File: config.mk
export PLATFORM = sky130hd
export DESIGN_NAME = imem_dmem_arbiter
export DESIGN_NICKNAME = d
export VERILOG_FILES = /design/src/rtl/rv32i_pkg.sv /design/src/rtl/arb_wait_counter.sv /design/src/rtl/imem_dmem_arbiter.sv
export SDC_FILE = /design/constraint.sdc
export NUM_CORES = 1
export LEC_CHECK = 0
export CAP_MARGIN = 40
export CELL_PAD_IN_SITES_DETAIL_PLACEMENT = 2
export CELL_PAD_IN_SITES_GLOBAL_PLACEMENT = 2
export CORE_MARGIN = 10
export CORE_UTILIZATION = 10
export CTS_BUF_LIST = sky130_fd_sc_hd__clkbuf_2
export CTS_CLUSTER_SIZE = 30
export DETAILED_ROUTE_END_ITERATION = 8
export GPL_TIMING_DRIVEN = 0
export PLACE_DENSITY = 0.95
export SYNTH_ARGS = -nofsm -noshare
export SYNTH_HDL_FRONTEND = slang
export SYNTH_HIERARCHICAL = 1
export SYNTH_SLANG_ARGS = --single-unit
File: constraint.sdc
create_clock -name clk_i -period 3.22 [get_ports clk_i]
set_clock_uncertainty 0.15 [all_clocks]
set_input_delay 0.966 -clock clk_i [delete_from_list [all_inputs] [get_ports clk_i]]
set_output_delay 0.966 -clock clk_i [all_outputs]
set_load 0.03 [all_outputs]
File: src/rtl/rv32i_pkg.sv
// Shared RV32I core definitions: response-owner encoding and the canonical NOP.
package rv32i_pkg;

  typedef enum logic [1:0] {
    RSP_NONE = 2'd0,
    RSP_IF   = 2'd1,
    RSP_LS   = 2'd2
  } rsp_owner_e;

  localparam logic [31:0] NOP_INSTR = 32'h0000_0013;

endpackage

File: src/rtl/arb_wait_counter.sv
// Saturating count of consecutive denied fetch cycles; prio_o hands fetch the
// next grant once the count reaches MAX_WAIT.
module arb_wait_counter #(
  parameter int MAX_WAIT = 4
) (
  input  logic clk_i,
  input  logic rst_i,
  input  logic if_req_i,
  input  logic if_gnt_i,
  input  logic if_flush_i,
  output logic prio_o
);

  localparam int CNT_W = $clog2(MAX_WAIT + 1);
  localparam logic [CNT_W-1:0] CNT_MAX = CNT_W'(MAX_WAIT);

  logic [CNT_W-1:0] cnt_q, cnt_d;

  always_comb begin
    cnt_d = cnt_q;
    if (!if_req_i || if_gnt_i) begin
      cnt_d = '0;
    end else if (!if_flush_i && (cnt_q != CNT_MAX)) begin
      // a flushed cycle is not counted as a denial
      cnt_d = cnt_q + CNT_W'(1);
    end
  end

  always_ff @(posedge clk_i or posedge rst_i) begin
    if (rst_i) begin
      cnt_q <= '0;
    end else begin
      cnt_q <= cnt_d;
    end
  end

  assign prio_o = (cnt_q == CNT_MAX);

endmodule

File: src/rtl/imem_dmem_arbiter.sv
// Shares one single-port BRAM between instruction fetch and the load/store unit.
// rsp_q: NONE = no read in flight | IF = fetch read in flight | LS = load in flight
module imem_dmem_arbiter
  import rv32i_pkg::*;
#(
  parameter int ADDR_W   = 11,
  parameter int MAX_WAIT = 4
) (
  input  logic              clk_i,
  input  logic              rst_i,
  input  logic              if_req_i,
  input  logic [31:0]       if_addr_i,
  input  logic              if_flush_i,
  output logic              if_gnt_o,
  output logic              if_stall_o,
  output logic              if_rvalid_o,
  output logic [31:0]       if_rdata_o,
  input  logic              ls_req_i,
  input  logic              ls_we_i,
  input  logic [3:0]        ls_be_i,
  input  logic [31:0]       ls_addr_i,
  input  logic [31:0]       ls_wdata_i,
  output logic              ls_gnt_o,
  output logic              ls_rvalid_o,
  output logic [31:0]       ls_rdata_o,
  output logic              mem_en_o,
  output logic [3:0]        mem_we_o,
  output logic [ADDR_W-3:0] mem_addr_o,
  output logic [31:0]       mem_wdata_o,
  input  logic [31:0]       mem_rdata_i
);

  rsp_owner_e rsp_q, rsp_d;
  logic       if_prio;
  logic       if_gnt, ls_gnt;
  logic       unused_addr_bits;

  arb_wait_counter #(
    .MAX_WAIT(MAX_WAIT)
  ) u_wait_cnt (
    .clk_i      (clk_i),
    .rst_i      (rst_i),
    .if_req_i   (if_req_i),
    .if_gnt_i   (if_gnt),
    .if_flush_i (if_flush_i),
    .prio_o     (if_prio)
  );

  always_comb begin
    if_gnt      = if_req_i & ~if_flush_i & (~ls_req_i | if_prio);
    ls_gnt      = ls_req_i & ~if_gnt;
    mem_en_o    = if_gnt | ls_gnt;
    mem_we_o    = '0;
    mem_addr_o  = ls_addr_i[ADDR_W-1:2];
    mem_wdata_o = ls_wdata_i;
    rsp_d       = RSP_NONE;
    if (if_gnt) begin
      mem_addr_o = if_addr_i[ADDR_W-1:2];
      rsp_d      = RSP_IF;
    end else if (ls_gnt) begin
      if (ls_we_i) begin
        mem_we_o = ls_be_i;
      end else begin
        rsp_d = RSP_LS;
      end
    end
  end

  always_ff @(posedge clk_i or posedge rst_i) begin
    if (rst_i) begin
      rsp_q <= RSP_NONE;
    end else begin
      rsp_q <= rsp_d;
    end
  end

  assign if_gnt_o    = if_gnt;
  assign ls_gnt_o    = ls_gnt;
  assign if_stall_o  = if_req_i & ~if_gnt;
  // a flush landing with the fetch data throws that word away
  assign if_rvalid_o = (rsp_q == RSP_IF) & ~if_flush_i;
  assign ls_rvalid_o = (rsp_q == RSP_LS);
  assign if_rdata_o  = mem_rdata_i;
  assign ls_rdata_o  = mem_rdata_i;

  assign unused_addr_bits = ^{if_addr_i[31:ADDR_W], if_addr_i[1:0],
                              ls_addr_i[31:ADDR_W], ls_addr_i[1:0]};

endmodule

==> flow_summary.ini, run 1 <==
[die]
dieHeight_um = 132.4
dieWidth_um = 132.4
row_count = 40
initial_utilization = 0.1034
io_pins = 253
coreArea_um2 = 12210
dieArea_um2 = 17520

[layout]
fin_cells = 463
insertedDiodeCount = 0
syn_to_final_growth_pct = 132.9
drive_above_1_share = 0.4678
nNetsFinal = 436
num-fill-cells = 1425
post-route-util = 0.2408

[timing]
slew_headroom = 0.7562
hold-worst-slack_ns = 0.4387
period_minus_slack_ns = 3.145
fmax_mhz = 318.0
period_share = 0.9767
tightest_slew_ns = 0.3672
hold_violations = 0
setup_violations = 0
slew_viol_final = 0
grt_setup_unrepaired = no

[grt]
grt_max_degree = 11
antenna_found_initial = 1
grt_pass1_wl_um = 10430
grt_pass1_vias = 1789
grt.total_usage = 0.07592
grt-ovfl-total = 0

[placement]
portBuffers = 142
detailed_place_hpwl_um = 6843
gp_congestion = 0.6668
dp.cells = 456

[power_and_ir_drop]
power_uw = 626.9
pwr-share-comb = 0.791
power.clock.fraction = 0.099
switching_share = 0.4368
seqPwrFrac = 0.110
irDropWorstVdd_uv = 47.11
switchingPower_uw = 273.9
p_per_area_nw_per_um2 = 213.2
p_int_uw = 353.1
p_leak_uw = 0.001396

[setup_path]
reg2reg_slack_ns = 1.07
start_kind = input pin
required_ns = 2.10
crit_arrival_ns = 2.03
crit_path_cell_trace = clkdlybuf4s15_2, inv_2, nand3b_4, clkbuf_16, mux2_4, buf_6
crit_path_end_kind = output port
cp_num_buf_inv = 4
rr_startpoint = u_wait_cnt/cnt_q[0]
critPathMaxFanout = 7
r2r_end = u_wait_cnt/cnt_q[0]
critPathTopFamily = buffers and inverters
crit_path_max_incr_delay_ns = 0.30
cp_slowest_cell = mux2_4
reg2reg_depth = 9
worst-setup-path-type = input pin to output port

[routing]
post_drt_wl_per_cell_um = 15.76
vias = 1445
first_pass_iters = 2
ant_nets = 0
drtIter0Drc = 7
vias_per_cell = 3.121
wirelength_um = 7297
drc = 0

[logic_synthesis]
synthDistinctLibCells = 22
yosys_most_used_dff = dfrtp_1
synth_top_area_share = 0.5709
syn_nets = 286
synth_area_leaders = buf_4 57%, mux2_4 11%, dfrtp_1 9.9%, and2_1 2.5%, inv_1 2.4%
ys_seq_area_frac = 0.09911
syn_area_um2 = 1262
yosysMostFrequentCell = buf_4
synth_edf_count = 0
synthCells = 146
synthTopCellsByCount = 96 x buf_4, 9 x mux2_4, 8 x inv_1
async_reset_ff_frac = 1.000
ys_seq_elements = 5
syn_avg_cell_area_um2 = 8.647
synth_warnings = 6
yosys.area.top_type = buf_4

[worst_hold_path]
hp-class = flop to flop
hp-start = u_wait_cnt/cnt_q[2]
hold_end = u_wait_cnt/cnt_q[2]
hold_depth = 2

[flow_run]
maxCapViolations = 0

[clock_tree]
ctsHtreeMaxLevel = 1
cts.reportedPaths.clkPinSlew_ns = 0.07
cts_max_path_buffers = 2
clock_latency_ns = 0.23
cts_hold_buffers = 0
cts_root_buf = clkbuf_2
cts_tree = built
cts-buffers-inserted = 3
clock_sinks = 5

[outcome]
outcome = completed
==> power groups by stage <==
stage | logic (uW) | registers (uW) | clock network (uW)
final | 496 | 68.9 | 62.1
after global routing | 522 | 69.3 | 71.0
after CTS | 499 | 68.9 | 64.6
after detailed placement | 498 | 70.1 | 0
after global placement | 487 | 69.6 | 0
after floorplan | 291 | 69.2 | 0
==> stage by stage <==
step | instance area, um^2 | TNS, ns | setup WS [ns]
after global placement | 2894 | -13.36 | -0.8877
final | 2940 | 0 | 0.07504
after CTS | 2913 | -0.01746 | -0.01746
after floorplan | 1262 | 0 | 0.3921
after global routing | 2940 | 0 | 0.008596
after detailed placement | 2894 | -13.40 | -0.8684
==> layout make-up <==
class	instances	area [um^2]	share of cell area
buffer	97	740.7	0.2519
clock buffer	4	20.02	0.006809
inverter	8	30.03	0.01021
multi-input combinational	36	377.9	0.1285
sequential	5	125.1	0.04255
tap	168	210.2	0.07149
timing repair buffer	145	1436	0.4885
==> registers in the layout (all words and copies together), names as in the netlist <==
register	flops
u_wait_cnt/cnt_q	3
rsp_q	2
==> how the worst max path moves through the flow <==
stage	startpoint	end	slack, ns	depth (start not counted)
after floorplan	ls_req_i	mem_addr_o[0]	0.39	4
after global placement	ls_req_i	mem_addr_o[0]	-0.89	6
after detailed placement	ls_req_i	mem_addr_o[0]	-0.87	6
after CTS	ls_req_i	mem_addr_o[7]	-0.02	6
after global routing	if_flush_i	if_gnt_o	0.009	6
final	if_flush_i	mem_addr_o[6]	0.08	6
==> what timing repair did <==
item,in CTS,in global routing
buffers inserted,0,2
setup endpoints to repair,18,12
gates resized for setup,101,8
cloned,0,1
==> worst reg2reg max path, stage by stage (launching register included) <==
cell and delay [ns]:
dfrtp_1 0.40, inv_1 0.07, ha_1 0.23, and2_4 0.18
nor2b_4 0.10, nand3b_4 0.16, clkbuf_16 0.16, inv_1 0.12
or3b_1 0.38, mux2i_1 0.13
==> layer usage <==
| metal | part of all wire | wire length (um) | GRT usage | vias up |
|---|---|---|---|---|
| li1 | - | - | - | 660 |
| met3 | 0.14 | 1035 | 0.04497 | 7 |
| met2 | 0.55 | 3987 | 0.1478 | 117 |
| met5 | 0.0018 | 13 | 0 | - |
| met4 | 0.010 | 73 | 0.02017 | 2 |
| met1 | 0.30 | 2186 | 0.06245 | 659 |
==> layout by cell type, fill, tap and decap left out, types with 2 or more instances in the layout <==
cell type / n
buf_6: 9
and2_1: 4
clkbuf_2: 4
inv_1: 7
buf_4: 99
dfrtp_1: 5
dlygate4sd2_1: 4
clkdlybuf4s50_1: 121
mux2i_1: 2
buf_2: 6
ha_1: 2
nand3b_1: 4
mux2_4: 9
nor2b_1: 2
==> logic make-up (layout without fill, tap and decap cells) <==
kind of cell | count (synthesis) | after routing | synth area share
AOI/OAI and AO/OA | 4 | 4 | 0.02874
adders and majority gates | 2 | 2 | 0.01982
buffers and inverters | 105 | 254 | 0.6036
DFF | 5 | 5 | 0.09911
muxes | 11 | 11 | 0.1229
and+or+nand+nor | 19 | 19 | 0.1259
(Power assumes the default switching activity.)
==> inputs of run 2 (changes only) <==
--- a/config.mk
+++ b/config.mk
@@ -11,7 +11,7 @@
 export CORE_MARGIN = 10
 export CORE_UTILIZATION = 10
 export CTS_BUF_LIST = sky130_fd_sc_hd__clkbuf_2
-export CTS_CLUSTER_SIZE = 30
+export CTS_CLUSTER_SIZE = 20
 export DETAILED_ROUTE_END_ITERATION = 8
 export GPL_TIMING_DRIVEN = 0
 export PLACE_DENSITY = 0.95
==> results of run 2 <==
Final layout, timing and power as in run 1 (identical DEF).
